### src/rtl/router_out_reader.sv
// Read-side controller for one router output FIFO: re-frames popped bytes into packets, checks parity,
// streams them over valid/ready and issues soft_reset on a stalled destination. Optional stats: ROUTER_RD_STATS_EN.
module router_out_reader #(
  parameter int TIMEOUT = 30,
  parameter int CNT_W   = 16
) (
  input  logic             clk,
  input  logic             rst,
  input  logic             empty,
  input  logic [7:0]       fifo_dout,
  output logic             read_enb,
  output logic             soft_reset,
  input  logic             dest_ready,
  output logic             pkt_valid,
  output logic [7:0]       pkt_data,
  output logic             pkt_sop,
  output logic             pkt_eop,
  output logic [1:0]       pkt_addr,
  output logic             parity_err,
  output logic [1:0]       dbg_state
`ifdef ROUTER_RD_STATS_EN
  ,
  output logic [CNT_W-1:0] pkt_count,
  output logic [CNT_W-1:0] err_count
`endif
);

  // Handshake: a byte moves to the destination on every rising edge where pkt_valid && dest_ready;
  // pkt_valid never drops and pkt_data never changes until that happens (except on rst/soft_reset).

  if (TIMEOUT < 2 || TIMEOUT > 255 || CNT_W < 1) begin : g_bad_param
    $error("router_out_reader: illegal parameter value");
  end

  typedef enum logic [1:0] {
    S_HDR = 2'd0,
    S_PLD = 2'd1,
    S_PAR = 2'd2
  } state_t;

  typedef struct packed {
    logic [7:0] data;
    logic       sop;
    logic       eop;
    logic       perr;
  } entry_t;

  entry_t     hold_q [2];
  entry_t     head;
  entry_t     cap_entry;
  logic       rd_ptr;
  logic       wr_ptr;
  logic [1:0] count;
  logic       inflight;
  state_t     state;
  logic [5:0] rem;
  logic [7:0] acc;
  logic [7:0] stall_cnt;
  logic [1:0] addr_q;

  logic       pop;
  logic       stall;
  logic       soft_reset_next;
  logic [2:0] slots;

  assign head            = hold_q[rd_ptr];
  assign pkt_valid       = (count != 2'd0);
  assign pop             = pkt_valid && dest_ready;
  assign stall           = pkt_valid && !dest_ready;
  assign soft_reset_next = stall && (stall_cnt == 8'(TIMEOUT - 1));

  // Occupancy the buffer will have once this cycle's pop and pending capture settle.
  assign slots    = {1'b0, count} + {2'b00, inflight} - {2'b00, pop};
  assign read_enb = !rst && !empty && !soft_reset_next && !soft_reset && (slots < 3'd2);

  assign pkt_data   = pkt_valid ? head.data : 8'd0;
  assign pkt_sop    = pkt_valid && head.sop;
  assign pkt_eop    = pkt_valid && head.eop;
  assign parity_err = pkt_valid && head.eop && head.perr;
  assign pkt_addr   = (pkt_valid && head.sop) ? head.data[1:0] : addr_q;
  assign dbg_state  = state;

  always_comb begin
    cap_entry      = '0;
    cap_entry.data = fifo_dout;
    case (state)
      S_HDR:   cap_entry.sop = 1'b1;
      S_PAR: begin
        cap_entry.eop  = 1'b1;
        cap_entry.perr = (fifo_dout != acc);
      end
      default: ;
    endcase
  end

  always_ff @(posedge clk) begin
    if (rst) begin
      for (int i = 0; i < 2; i++) hold_q[i] <= '0;
      rd_ptr     <= 1'b0;
      wr_ptr     <= 1'b0;
      count      <= 2'd0;
      inflight   <= 1'b0;
      state      <= S_HDR;
      rem        <= 6'd0;
      acc        <= 8'd0;
      stall_cnt  <= 8'd0;
      addr_q     <= 2'd0;
      soft_reset <= 1'b0;
    end else begin
      soft_reset <= soft_reset_next;
      if (pkt_valid && head.sop) addr_q <= head.data[1:0];
      if (soft_reset_next) begin
        // Flush: whatever is buffered or in flight belongs to the packet being discarded.
        rd_ptr    <= 1'b0;
        wr_ptr    <= 1'b0;
        count     <= 2'd0;
        inflight  <= 1'b0;
        state     <= S_HDR;
        stall_cnt <= 8'd0;
      end else begin
        inflight  <= read_enb;
        stall_cnt <= stall ? stall_cnt + 8'd1 : 8'd0;
        count     <= count + {1'b0, inflight} - {1'b0, pop};
        if (pop) rd_ptr <= ~rd_ptr;
        if (inflight) begin
          hold_q[wr_ptr] <= cap_entry;
          wr_ptr         <= ~wr_ptr;
          case (state)
            S_HDR: begin
              acc <= fifo_dout;
              if (fifo_dout[7:2] == 6'd0) begin
                state <= S_PAR;
              end else begin
                rem   <= fifo_dout[7:2];
                state <= S_PLD;
              end
            end
            S_PLD: begin
              acc <= acc ^ fifo_dout;
              rem <= rem - 6'd1;
              if (rem == 6'd1) state <= S_PAR;
            end
            default: state <= S_HDR;
          endcase
        end
      end
    end
  end

`ifdef ROUTER_RD_STATS_EN
  // Statistics survive soft_reset so a flushing destination is still visible in the totals.
  always_ff @(posedge clk) begin
    if (rst) begin
      pkt_count <= '0;
      err_count <= '0;
    end else if (pop && head.eop) begin
      if (pkt_count != '1) pkt_count <= pkt_count + 1'b1;
      if (head.perr && (err_count != '1)) err_count <= err_count + 1'b1;
    end
  end
`endif

endmodule

### config.mk
export PLATFORM = sky130hd
export DESIGN_NAME = router_out_reader
export DESIGN_NICKNAME = d
export VERILOG_FILES = /design/src/rtl/router_out_reader.sv
export SDC_FILE = /design/constraint.sdc
export NUM_CORES = 1
export LEC_CHECK = 0
export CAP_MARGIN = 25
export CORE_MARGIN = 1.5
export CORE_UTILIZATION = 35
export DETAILED_ROUTE_END_ITERATION = 16
export PLACE_DENSITY = 0.59
export SLEW_MARGIN = 0
export SYNTH_ARGS = -nofsm -noshare
export SYNTH_HDL_FRONTEND = slang
export SYNTH_SLANG_ARGS = --single-unit
### constraint.sdc
create_clock -name clk -period 2.8 [get_ports clk]
set_input_delay 0.42 -clock clk [delete_from_list [all_inputs] [get_ports clk]]
set_output_delay 0.42 -clock clk [all_outputs]
set_load 0.05 [all_outputs]
# After elaboration in Yosys (flattened, before gate mapping)
# Memory sizes are Yosys's and may differ from the RTL's. A register that Yosys moved wholly into a read port is not among the register bits.
# Cells that the tools add are included.
[word_totals] in_bits=12 elab_cells=76 output_inout_bits=18 memories=1 register_bits=32 mem_bits_rw=22
[memory_table] memory="hold_q" words=2 width=11 read_ports=1 rd_clocked_by_memory_dff=1 wr=2 line_no="48" source="entry_t hold_q [2];"
[op_classes] order_cmp=1 eq_ne=7 n_addsub=6 muxes=21 n_reduce_logical=25 bitwise=5
[ops] op="case mux 8 bit (2 select lines)" n=1
[ops] op="case mux 6 bit (2 select lines)" n=1
[ops] op="2-to-1 mux 1 bit" n=11
[ops] op="2-to-1 mux 11 bit" n=1
[ops] op="OR reduction 11 bit" n=1
[ops] op="logical AND 1 bit" n=10
[ops] op="adder 8 x 1 -> 8 bit (second input constant)" n=1
[ops] op="equality test 8 x 5 -> 1 bit (second input constant)" n=1
[ops] op="2-to-1 mux 2 bit" n=4
[ops] op="2-to-1 mux 8 bit" n=1
[ops] op="inequality test 8 bit" n=1
[ops] op="XOR 8 bit" n=1
[ops] op="equality test 6 x 1 -> 1 bit (second input constant)" n=1
[ops] op="logical NOT 6 bit" n=1
[ops] op="2-to-1 mux 6 bit" n=1
[ops] op="subtractor 6 x 1 -> 6 bit (second input constant)" n=1
[ops] op="logical NOT 1 bit" n=5
[ops] op="inequality test 2 bit (second input constant)" n=2
[ops] op="inverter 1 bit" n=4
[ops] op="case mux 2 bit (2 select lines)" n=1
[ops] op="AND reduction 4 bit" n=1
[ops] op="nonzero test 2 bit" n=2
[ops] op="adder 2 x 1 -> 3 bit" n=1
[ops] op="less-than comparator 3 x 2 -> 1 bit (second input constant)" n=1
[ops] op="other kinds (10)" n=10

# Logic depth before layout (Yosys ltp)
# Gate-level depths: netlist of run 1.
[depth] ltp_word=8 ltp_mapped=8 mapped_depth_nobuf=8

# Least setup slack after synthesis of run 1
# OpenSTA, ideal clock, no wires.
[synth_path] path_type="register -> output" start="register count[1]" end="output read_enb" slack_ns=0.240 stages_incl_launch_ff=9 t_required_ns=2.380 arrival_time_ns=2.140 n_path_buf=0 path_cell_list="dfxtp_1 nor2_1 nor2b_1 ha_1 inv_1 ha_1 fa_1 nor3_1 and3_1"
[synth_via] elab_cells_between_ends=11 classes_between="add/sub (2); order compare (1); reduce/logical (8)"
[synth_lines] element="from (decl)" line_no="53" source="logic [1:0] count;"
[synth_lines] element="from (signal assigned)" line_no="123" source="count <= count + {1'b0, inflight} - {1'b0, pop};"
[synth_lines] element="nonzero test 2 bit" line_no="67" source="assign pkt_valid = (count != 2'd0);"
[synth_lines] element="logical AND 1 bit" line_no="68" source="assign pop = pkt_valid && dest_ready;"
[synth_lines] element="via pop" line_no="61" source="logic pop;"
[synth_lines] element="subtractor 3 x 1 -> 3 bit" line_no="73" source="assign slots = {1'b0, count} + {2'b00, inflight} - {2'b00, pop};"
[synth_lines] element="via slots[1]" line_no="64" source="logic [2:0] slots;"
[synth_lines] element="less-than comparator 3 x 2 -> 1 bit" line_no="74" source="assign read_enb = !rst && !empty && !soft_reset_next && !soft_reset && (slots < 3'd2);"
[synth_lines] element="logical AND 1 bit" line_no="74"
[synth_lines] element="to (decl)" line_no="11" source="output logic read_enb,"
# The timed path passes the listed nets, and every way through them passes these cells.

# Final worst setup path of run 1
# Ends and elaborated chain as after synthesis.

==> results of run 1 <==
[state kept, by name (all words and copies together) (netlist names), named ones only]
register,cells
hold_q,22
acc,8
stall_cnt,8
rem,6
addr_q,2
count,2
dbg_state,2
inflight,1
rd_ptr,1
soft_reset,1
wr_ptr,1
[what timing repair did]
item,4_1_cts,5_1_grt
setup buffers,3,1
pin swaps,4,5
setup endpoints to repair,1,1
gates resized for setup,12,2
[synth_stat cells, types with 8 or more instances]
| master | instances |
|---|---|
| sky130_fd_sc_hd__nor3_1 | 10 |
| sky130_fd_sc_hd__nor4_1 | 8 |
| sky130_fd_sc_hd__nor2_1 | 27 |
| sky130_fd_sc_hd__nand2_1 | 12 |
| sky130_fd_sc_hd__inv_1 | 11 |
| sky130_fd_sc_hd__clkbuf_1 | 11 |
| sky130_fd_sc_hd__and2_1 | 21 |
| sky130_fd_sc_hd__xor2_1 | 12 |
| sky130_fd_sc_hd__edfxtp_1 | 22 |
| sky130_fd_sc_hd__dfxtp_1 | 33 |
| sky130_fd_sc_hd__mux2i_1 | 10 |
| sky130_fd_sc_hd__a21oi_1 | 8 |
| sky130_fd_sc_hd__o21ai_0 | 12 |
| sky130_fd_sc_hd__nor2b_1 | 13 |
| sky130_fd_sc_hd__a32o_1 | 8 |
[kinds of logic after synthesis]
logic type / share of synthesized area [%]
AO/OA/AOI/OAI: 13.57
XOR/XNOR: 5.245
adder cells (fa/ha/maj): 3.349
buffers and inverters: 3.834
flip-flops: 46.54
multiplexers: 5.112
AND/OR/NAND/NOR: 22.35
[power groups by stage]
stage	registers [mW]	logic, mW	clock network [mW]
2_1_floorplan	1.12	0.909	0
3_3_place_gp	1.14	1.24	0
3_5_place_dp	1.14	1.26	0
4_1_cts	1.13	1.33	0.446
5_1_grt	1.15	1.46	0.475
6_report	1.13	1.35	0.430
[metrics by stage]
step / TNS [ns] / util, % / setup slack [ns] / cell area [um^2] / std cells
after floorplan: 0 / - / 0.2400 / 2839 / 288
after global placement: -0.08570 / 42.07 / -0.08570 / 3284 / 416
after detailed placement: -0.1838 / 42.07 / -0.1838 / 3284 / 416
after CTS: 0 / 43.86 / 0.004750 / 3425 / 427
after global routing: -0.007681 / 44.12 / -0.007681 / 3445 / 428
final: 0 / 44.12 / 0.09189 / 3445 / 428
[layer usage]
| metal | up-vias | wire (um) | GRT usage [%] |
|---|---|---|---|
| met4 | 0 | 121 | 5.303 |
| met2 | 38 | 2885 | 25.00 |
| met5 | - | 0 | 0 |
| met3 | 8 | 153 | 2.276 |
| li1 | 1099 | - | - |
| met1 | 1015 | 2817 | 18.32 |
[worst max-delay path by stage]
| stage | from | to | depth (start not counted) |
|---|---|---|---|
| after CTS | count[0] | read_enb | 9 |
| after global routing | count[1] | read_enb | 9 |
| after detailed placement | dest_ready | read_enb | 9 |
| final | count[1] | read_enb | 9 |
| after floorplan | count[1] | read_enb | 8 |
| after global placement | dest_ready | read_enb | 9 |
[layout by cell type (no fill, tap or decap), types with 5 or more instances in the layout]
cell                              netlist  layout
sky130_fd_sc_hd__clkbuf_8               0       5
sky130_fd_sc_hd__xor2_1                12      12
sky130_fd_sc_hd__a32o_1                 8       8
sky130_fd_sc_hd__o21ai_1                6       6
sky130_fd_sc_hd__nor3_1                10       9
sky130_fd_sc_hd__inv_1                 11      10
sky130_fd_sc_hd__dfxtp_1               33      30
sky130_fd_sc_hd__and2_1                21      21
sky130_fd_sc_hd__nand3_1                7       7
sky130_fd_sc_hd__a21oi_1                8       8
sky130_fd_sc_hd__nor2b_1               13      12
sky130_fd_sc_hd__nor2_1                27      26
sky130_fd_sc_hd__nor4_1                 8       8
sky130_fd_sc_hd__o21ai_0               12      12
sky130_fd_sc_hd__buf_4                  0      18
sky130_fd_sc_hd__xnor2_1                5       5
sky130_fd_sc_hd__edfxtp_1              22      22
sky130_fd_sc_hd__mux2i_1               10      10
sky130_fd_sc_hd__clkdlybuf4s50_1        0      25
sky130_fd_sc_hd__nand2_1               12      12
[layout make-up]
cell class                      count  area share (%)
Multi-Input combinational cell    207           42.06
Tap cell                          102           3.705
Sequential cell                    55           38.54
Clock buffer                        6           2.107
Inverter                           11           1.199
Timing Repair Buffer               45           12.02
Clock inverter                      2          0.3632
==> results list, run 1 <==
- Start point of the worst min-delay path: stall_cnt[0]
- In this run the count of I/O pins placed on the die edge is 30.
* Syn. warnings: 0
- Number of design rule violations left after detail routing: 0
* Total net switching power: about 1.2 mW
- Count of routing violations after the opening detailed-route iteration: between 100 and 150
- Cell types occupying the most area after synthesis: sky130_fd_sc_hd__dfxtp_1 23%, sky130_fd_sc_hd__edfxtp_1 23%, sky130_fd_sc_hd__and2_1 4.6%, sky130_fd_sc_hd__xor2_1 3.7%, sky130_fd_sc_hd__nor2_1 3.6%
- Int Power: 1.730 mW
- Detailed Place HPWL: about 4300 um
- In this run the tool buffered the top-level ports with 29 buffer cells.
* Crit end category: output port
- The slowest stage of the critical path belongs to the cell sky130_fd_sc_hd__fa_1.
- Data on the critical path is required at its endpoint by 2.38 ns.
- The synthesized netlist contains 46 unique library cells.
* Total grt overflow: 0
* Max transition margin: 53.13%
* Part of the power in the clock network: 14.8%
- On the worst path, the slowest cell contributes a delay of approximately 0.48 ns.
- Share of layout cells above drive strength 1: 14.72%
- TritonCTS built the clock tree.
- Data arrives at the worst endpoint at 2.29 ns.
- The floorplan step defined a die boundary enclosing 8661 um^2.
- The repair_antennas step left the layout with diodes totalling 0.
- Setup violations remaining at the end of the flow were counted as 0.
- Inserted Clock Buffers: 5
* Final weighted congestion in routability-driven placement: between 0.8 and 0.9
* Avg Inst Size Synth: 9.858 um^2
* Number of synthesized flops with an enable pin: 22
- Across all register-to-register paths, the minimum setup slack is roughly 0.5 ns.
- Critical Setup Path Class: flop to output port
* Area used by sequential logic in the layout: 1328 um^2
- Post-cts hold buffer count: 0
- Cell taking the most area after synthesis: sky130_fd_sc_hd__dfxtp_1
- Worst hold margin: 0.5013 ns
- Count of filler cells inserted in the layout: 776
- After clock tree synthesis, the clock-pin slew on the worst setup and hold paths is 0.10 ns.
- Final-report hold violation count: 0
- In the final layout, the multi-input gates occupy around 1400 um^2.
* Min-Delay Path Depth: 1
- Leakage power: approximately 1.3 nW
- Fin. max-slew vios: 0
* Post-detailed-route count of antenna-violating nets: 0
* Clock latency on the worst-skew pair: 0.31 ns
- For the finished layout, the period the worst path requires is 2.708 ns.
- Max-cap violations in this run came to 0.
- The clock passes through at most 2 buffers.
- Dividing the detail-routed via count by the number of cells gives roughly 5.
- Crit-path leading delay family: adder cells
- Worst r2r dst: acc[1]
- The clock net in this run drives a total of 55 sinks.
- The pre-antenna-repair detailed-routing pass consisted of 4 iterations.
* Number of standard cells after synthesis: ~290
* Synth top area share: 23.27%
- The H-tree generated during clock tree synthesis spans 2 levels.
- DRT Wirelength: 5978 um
- After detailed routing, the average wire length per cell comes to 13.97 um.
- The number of antenna violations at the first check in global routing is 0.
- Net count, final: 344
- At the pin with the least slew margin, the transition time is 0.7030 ns.
- Global-route wire length before repair: 10020 um
- Top achievable clock speed: 369.3 MHz
* Most frequently used flop master after synthesis: sky130_fd_sc_hd__dfxtp_1
- Worst hold-check path type: flop to flop
- Cell row count: 32
- Die height: 93.07 um
* Worst r2r src: stall_cnt[0]
- Cell chosen for the clock root: sky130_fd_sc_hd__clkbuf_8
- Area growth from synthesis to final layout: 21.33%
- Via Count: 2160
- Across every metal layer, demand over resource in global routing totals 14.53%.
* Switching share of power: between 40% and 50%
- Portion of total power attributed to sequential cells: 38.9%
- Mapped Area: ~2800 um^2
* Pin count of the biggest net entering global routing: 22
- Once the floorplan was initialized, standard cells occupied a little over a third of the core.
- Number of register bits inferred by synthesis: 55
- Endpoint with the worst hold slack: stall_cnt[0]
- The core region is about 7800 um^2.
- The number of global-route vias before repair came to approximately 2.1k.
- Walking the worst path, the cells encountered are nor2_4 -> nor2b_4 -> ha_4 -> inv_2 -> ha_2 -> fa_1 -> nor3_2 -> and3_4 -> buf_12.
- Along the worst path, the maximum fanout reaches 2.
- Post-Synthesis Net Count: 307
- Counting both buffers and inverters, the worst setup path holds a total of 2.
- STA classifies the critical path startpoint as a flop.
- Async S/R FF share, synth: 0%
- Total chip power: slightly below 3 mW
* Chip width: just over 90 um
- For the worst flop-to-flop path, the logic depth is 5.
- Maximum ir drop on the vdd rail: between 0.0002 and 0.00025 V
* Part of the total power dissipated in combinational logic: 46.3%
- Clk_skew: 0.007264 ns
- In this run the power density over the cells is 843.9 nW/um^2.
- Result of the run: finished, final reports clean
- Summing the sequential cell areas from Yosys gives between 40% and 50% of the chip area.
- The final critical path takes up 96.72% of the cycle.
Power figures use the tool's default switching activity.
==> run 2: changes to the inputs <==
Settings changed: CAP_MARGIN 25 to not set, REMOVE_ABC_BUFFERS set to 1.
Clock period 2.8 ns to 2.5 ns, I/O delays scaled along.
==> results list, run 2 (synthesis results as in run 1) <==
- R2R setup slack: 0.29 ns
- Post-route worst setup slack: -0.1009 ns
- Initial DRT Pass Iterations: 4
* Average detailed-routed wire length per instance: 13.40 um
- Using the TritonRoute via totals, the vias-per-cell ratio works out to about 5.0.
- Static timing analysis puts the maximum clock frequency at 384.5 MHz.
- In this run the number of H-tree levels came out at 2.
- Most repeated library cell on the critical path: sky130_fd_sc_hd__ha_4
* Net count, final: 351
- The analysis attributes to net switching a power of 1.312 mW.
- Transition time at the pin with the least slew margin: 0.5765 ns
- Count of routing violations after the opening detailed-route iteration: 50
* Clock latency on the worst-skew pair: 0.30 ns
* Clk_skew: 0.005044 ns
- Number of global-route vias before repair: between 2k and 2.5k
* Crit path cell chain: nor2_4 -> nor2b_4 -> ha_4 -> inv_2 -> ha_4 -> fa_1 -> nor3_2 -> and3_4 -> buf_12
- Setup repair after global routing could not meet its margin everywhere.
- Total chip power: around 3.3 mW
- Clock tree from TritonCTS: done
- Max transition margin: between 60% and 70%
- The clock passes through at most 2 buffers.
- Final weighted congestion in routability-driven placement: 0.8236
* Cell row count: 32
- The startpoint identified for the worst register-to-register timing path is stall_cnt[1].
- For this run, the slowest stage of the critical path takes 0.46 ns.
* Worst path arrival time: 2.23 ns
- Initial Util: 36.36%
* Critical path launch point: count[0]
* Global router's overall resource usage: 14.32%
- The die covers 8661 um^2.
- Largest registers: hold_q: 22 flops, acc: 8 flops, stall_cnt: 8 flops
* Via Count: 2183
- In this run the tool buffered the top-level ports with 29 buffer cells.
- DRT Wirelength: between 5000 and 6000 um
- Setup violations remaining at the end of the flow were counted as 1.
- Ant diodes: 0
- Clock transition at path regs: 0.09 ns
- By startpoint and endpoint, the worst setup path is classified as flop to output port.
* Number of clock sinks seen by CTS: between 50 and 60
* Area of the placeable core: about 8000 um^2
* Pin count of the biggest net entering global routing: 22
- Fin. max-slew vios: 0
- Timing analysis after detailed placement gives a worst setup slack of -0.3560 ns.
* Setup crit end: read_enb
- Util after Layout: between 40% and 50%
- The register with the most flip-flops in the final layout is hold_q.
* Worst reg-to-reg path cell count: 7
- Int Power: 1.987 mW
- In this run the worst path has a maximum fanout of 2.
- Maximum ir drop on the vdd rail: 0.0002753 V
* Chip width: 93.07 um
* Leakage power: 1.305 nW
- IO Count: 30
- Crit end category: output port
* Area growth from synthesis to final layout: 24.15%
* Clock period minus worst slack: approximately 2.6 ns
* Number of maximum-capacitance constraint violations: 0
* Worst hold-check path type: flop to flop
* Part of the total power dissipated in combinational logic: 47.8%
- Across all hold checks on the routed design, the worst slack comes to 0.5124 ns.
- Total power per unit cell area: 935.8 nW/um^2
- The library cells used most frequently in the layout, excluding fill and tap cells, are 31 x sky130_fd_sc_hd__dfxtp_1, 26 x sky130_fd_sc_hd__nor2_1, 25 x sky130_fd_sc_hd__buf_4, 23 x sky130_fd_sc_hd__clkdlybuf4s50_1, 22 x sky130_fd_sc_hd__edfxtp_1.
* Inserted Clock Buffers: 5
- The number of antenna violations at the first check in global routing is 0.
* Number of design rule violations left after detail routing: 0
- In this run the critical register-to-register path is captured at hold_q[0][5].
- Detailed Place HPWL: 4267 um
- Post-detailed-route count of antenna-violating nets: 0
* Die height: around 93 um
- Final-report hold violation count: 0
- The flow ran to the end, but the final reports show violations.
- Most frequent standard cell in the layout excluding fill and tap cells: sky130_fd_sc_hd__dfxtp_1
- Among all stages on the critical path, the largest delay is contributed by sky130_fd_sc_hd__fa_1.
- Dividing the final minimum period by the clock period gives 104.0%.
* Kind of start point of the critical path: flop
- The register with the most flip-flops in the layout has 22 of them.
- Cells with a size suffix above 1 make up 16.82% of the layout.
* Violations in the final reports: negative setup slack
* Switching share of power: 39.77%
- Global-route wire length before repair: 9701 um
* Portion of total power attributed to sequential cells: 37.8%
* Required arrival time at the worst endpoint: 2.12 ns
- After global routing the overflow that remains totals 0.
* Part of the power in the clock network: 14.4%
* Cell chosen for the clock root: sky130_fd_sc_hd__clkbuf_8
## run 2: cell count changes in the layout (fill, tap and decap cells not counted), sizes merged
cell / previous run / this run
buf: 19 / 28
clkdlybuf4s50: 25 / 23
clkinvlp: 0 / 1
clkinv: 2 / 0
clkbuf: 6 / 7
## run 2: how the worst min path moves through the flow
stage | startpoint | slack, ns | endpoint | cells after the start
2_1_floorplan | rst | 0.44 | rem[0] | 1
3_3_place_gp | rem[1] | 0.49 | rem[1] | 2
3_5_place_dp | stall_cnt[7] | 0.50 | stall_cnt[7] | 2
4_1_cts | rem[1] | 0.52 | rem[1] | 2
5_1_grt | stall_cnt[7] | 0.55 | stall_cnt[7] | 2
6_report | rem[1] | 0.51 | rem[1] | 2
## run 2: what timing repair did
action,4_1_cts,5_1_grt
gates resized for setup,10,4
hold buffers,0,0
endpoints found under the setup margin,1,1
buffers inserted,0,3
pin swaps,3,4
## run 2: metrics by stage
step | instances | instance area, um^2 | setup TNS, ns
after global placement | 424 | 3364 | -0.2814
after floorplan | 273 | 2771 | -0.3644
final | 435 | 3525 | -0.1009
after detailed placement | 424 | 3364 | -0.3560
after CTS | 432 | 3477 | -0.2345
after global routing | 435 | 3525 | -0.2158
## run 2: metal layers
metal,wire length (um),global-route usage (%),up-vias
met3,148,2.602,4
met1,2733,17.74,1035
met4,76,4.545,0
li1,-,-,1111
met5,0,0,-
met2,2870,25.06,33
## run 2: power groups by stage
stage / registers (mW) / logic (mW) / clock network (mW)
2_1_floorplan: 1.27 / 0.956 / 0
3_3_place_gp: 1.25 / 1.47 / 0
3_5_place_dp: 1.26 / 1.50 / 0
4_1_cts: 1.25 / 1.53 / 0.495
5_1_grt: 1.28 / 1.73 / 0.532
6_report: 1.25 / 1.58 / 0.475
## run 2: layout make-up
type	instances	area, um^2
Fill cell	767	4283
Multi-Input combinational cell	207	1459
Sequential cell	55	1326
Timing Repair Buffer	52	486.7
Tap cell	102	127.6
Clock buffer	7	76.32
Inverter	11	41.29
Clock inverter	1	7.507
## run 2: worst max-delay path: cells and delay by family (launching register included)
kind | cells | cell delay (ns)
buffers and inverters | 2 | 0.16
AND/OR/NAND/NOR | 4 | 0.54
flip-flops | 1 | 0.36
adder cells (fa/ha/maj) | 3 | 0.85
==> run 3: changes to the inputs <==
Settings changed: HOLD_SLACK_MARGIN set to 0.1.
==> results of run 3 <==
The final DEF is identical to that of run 2; final timing and power are the same.
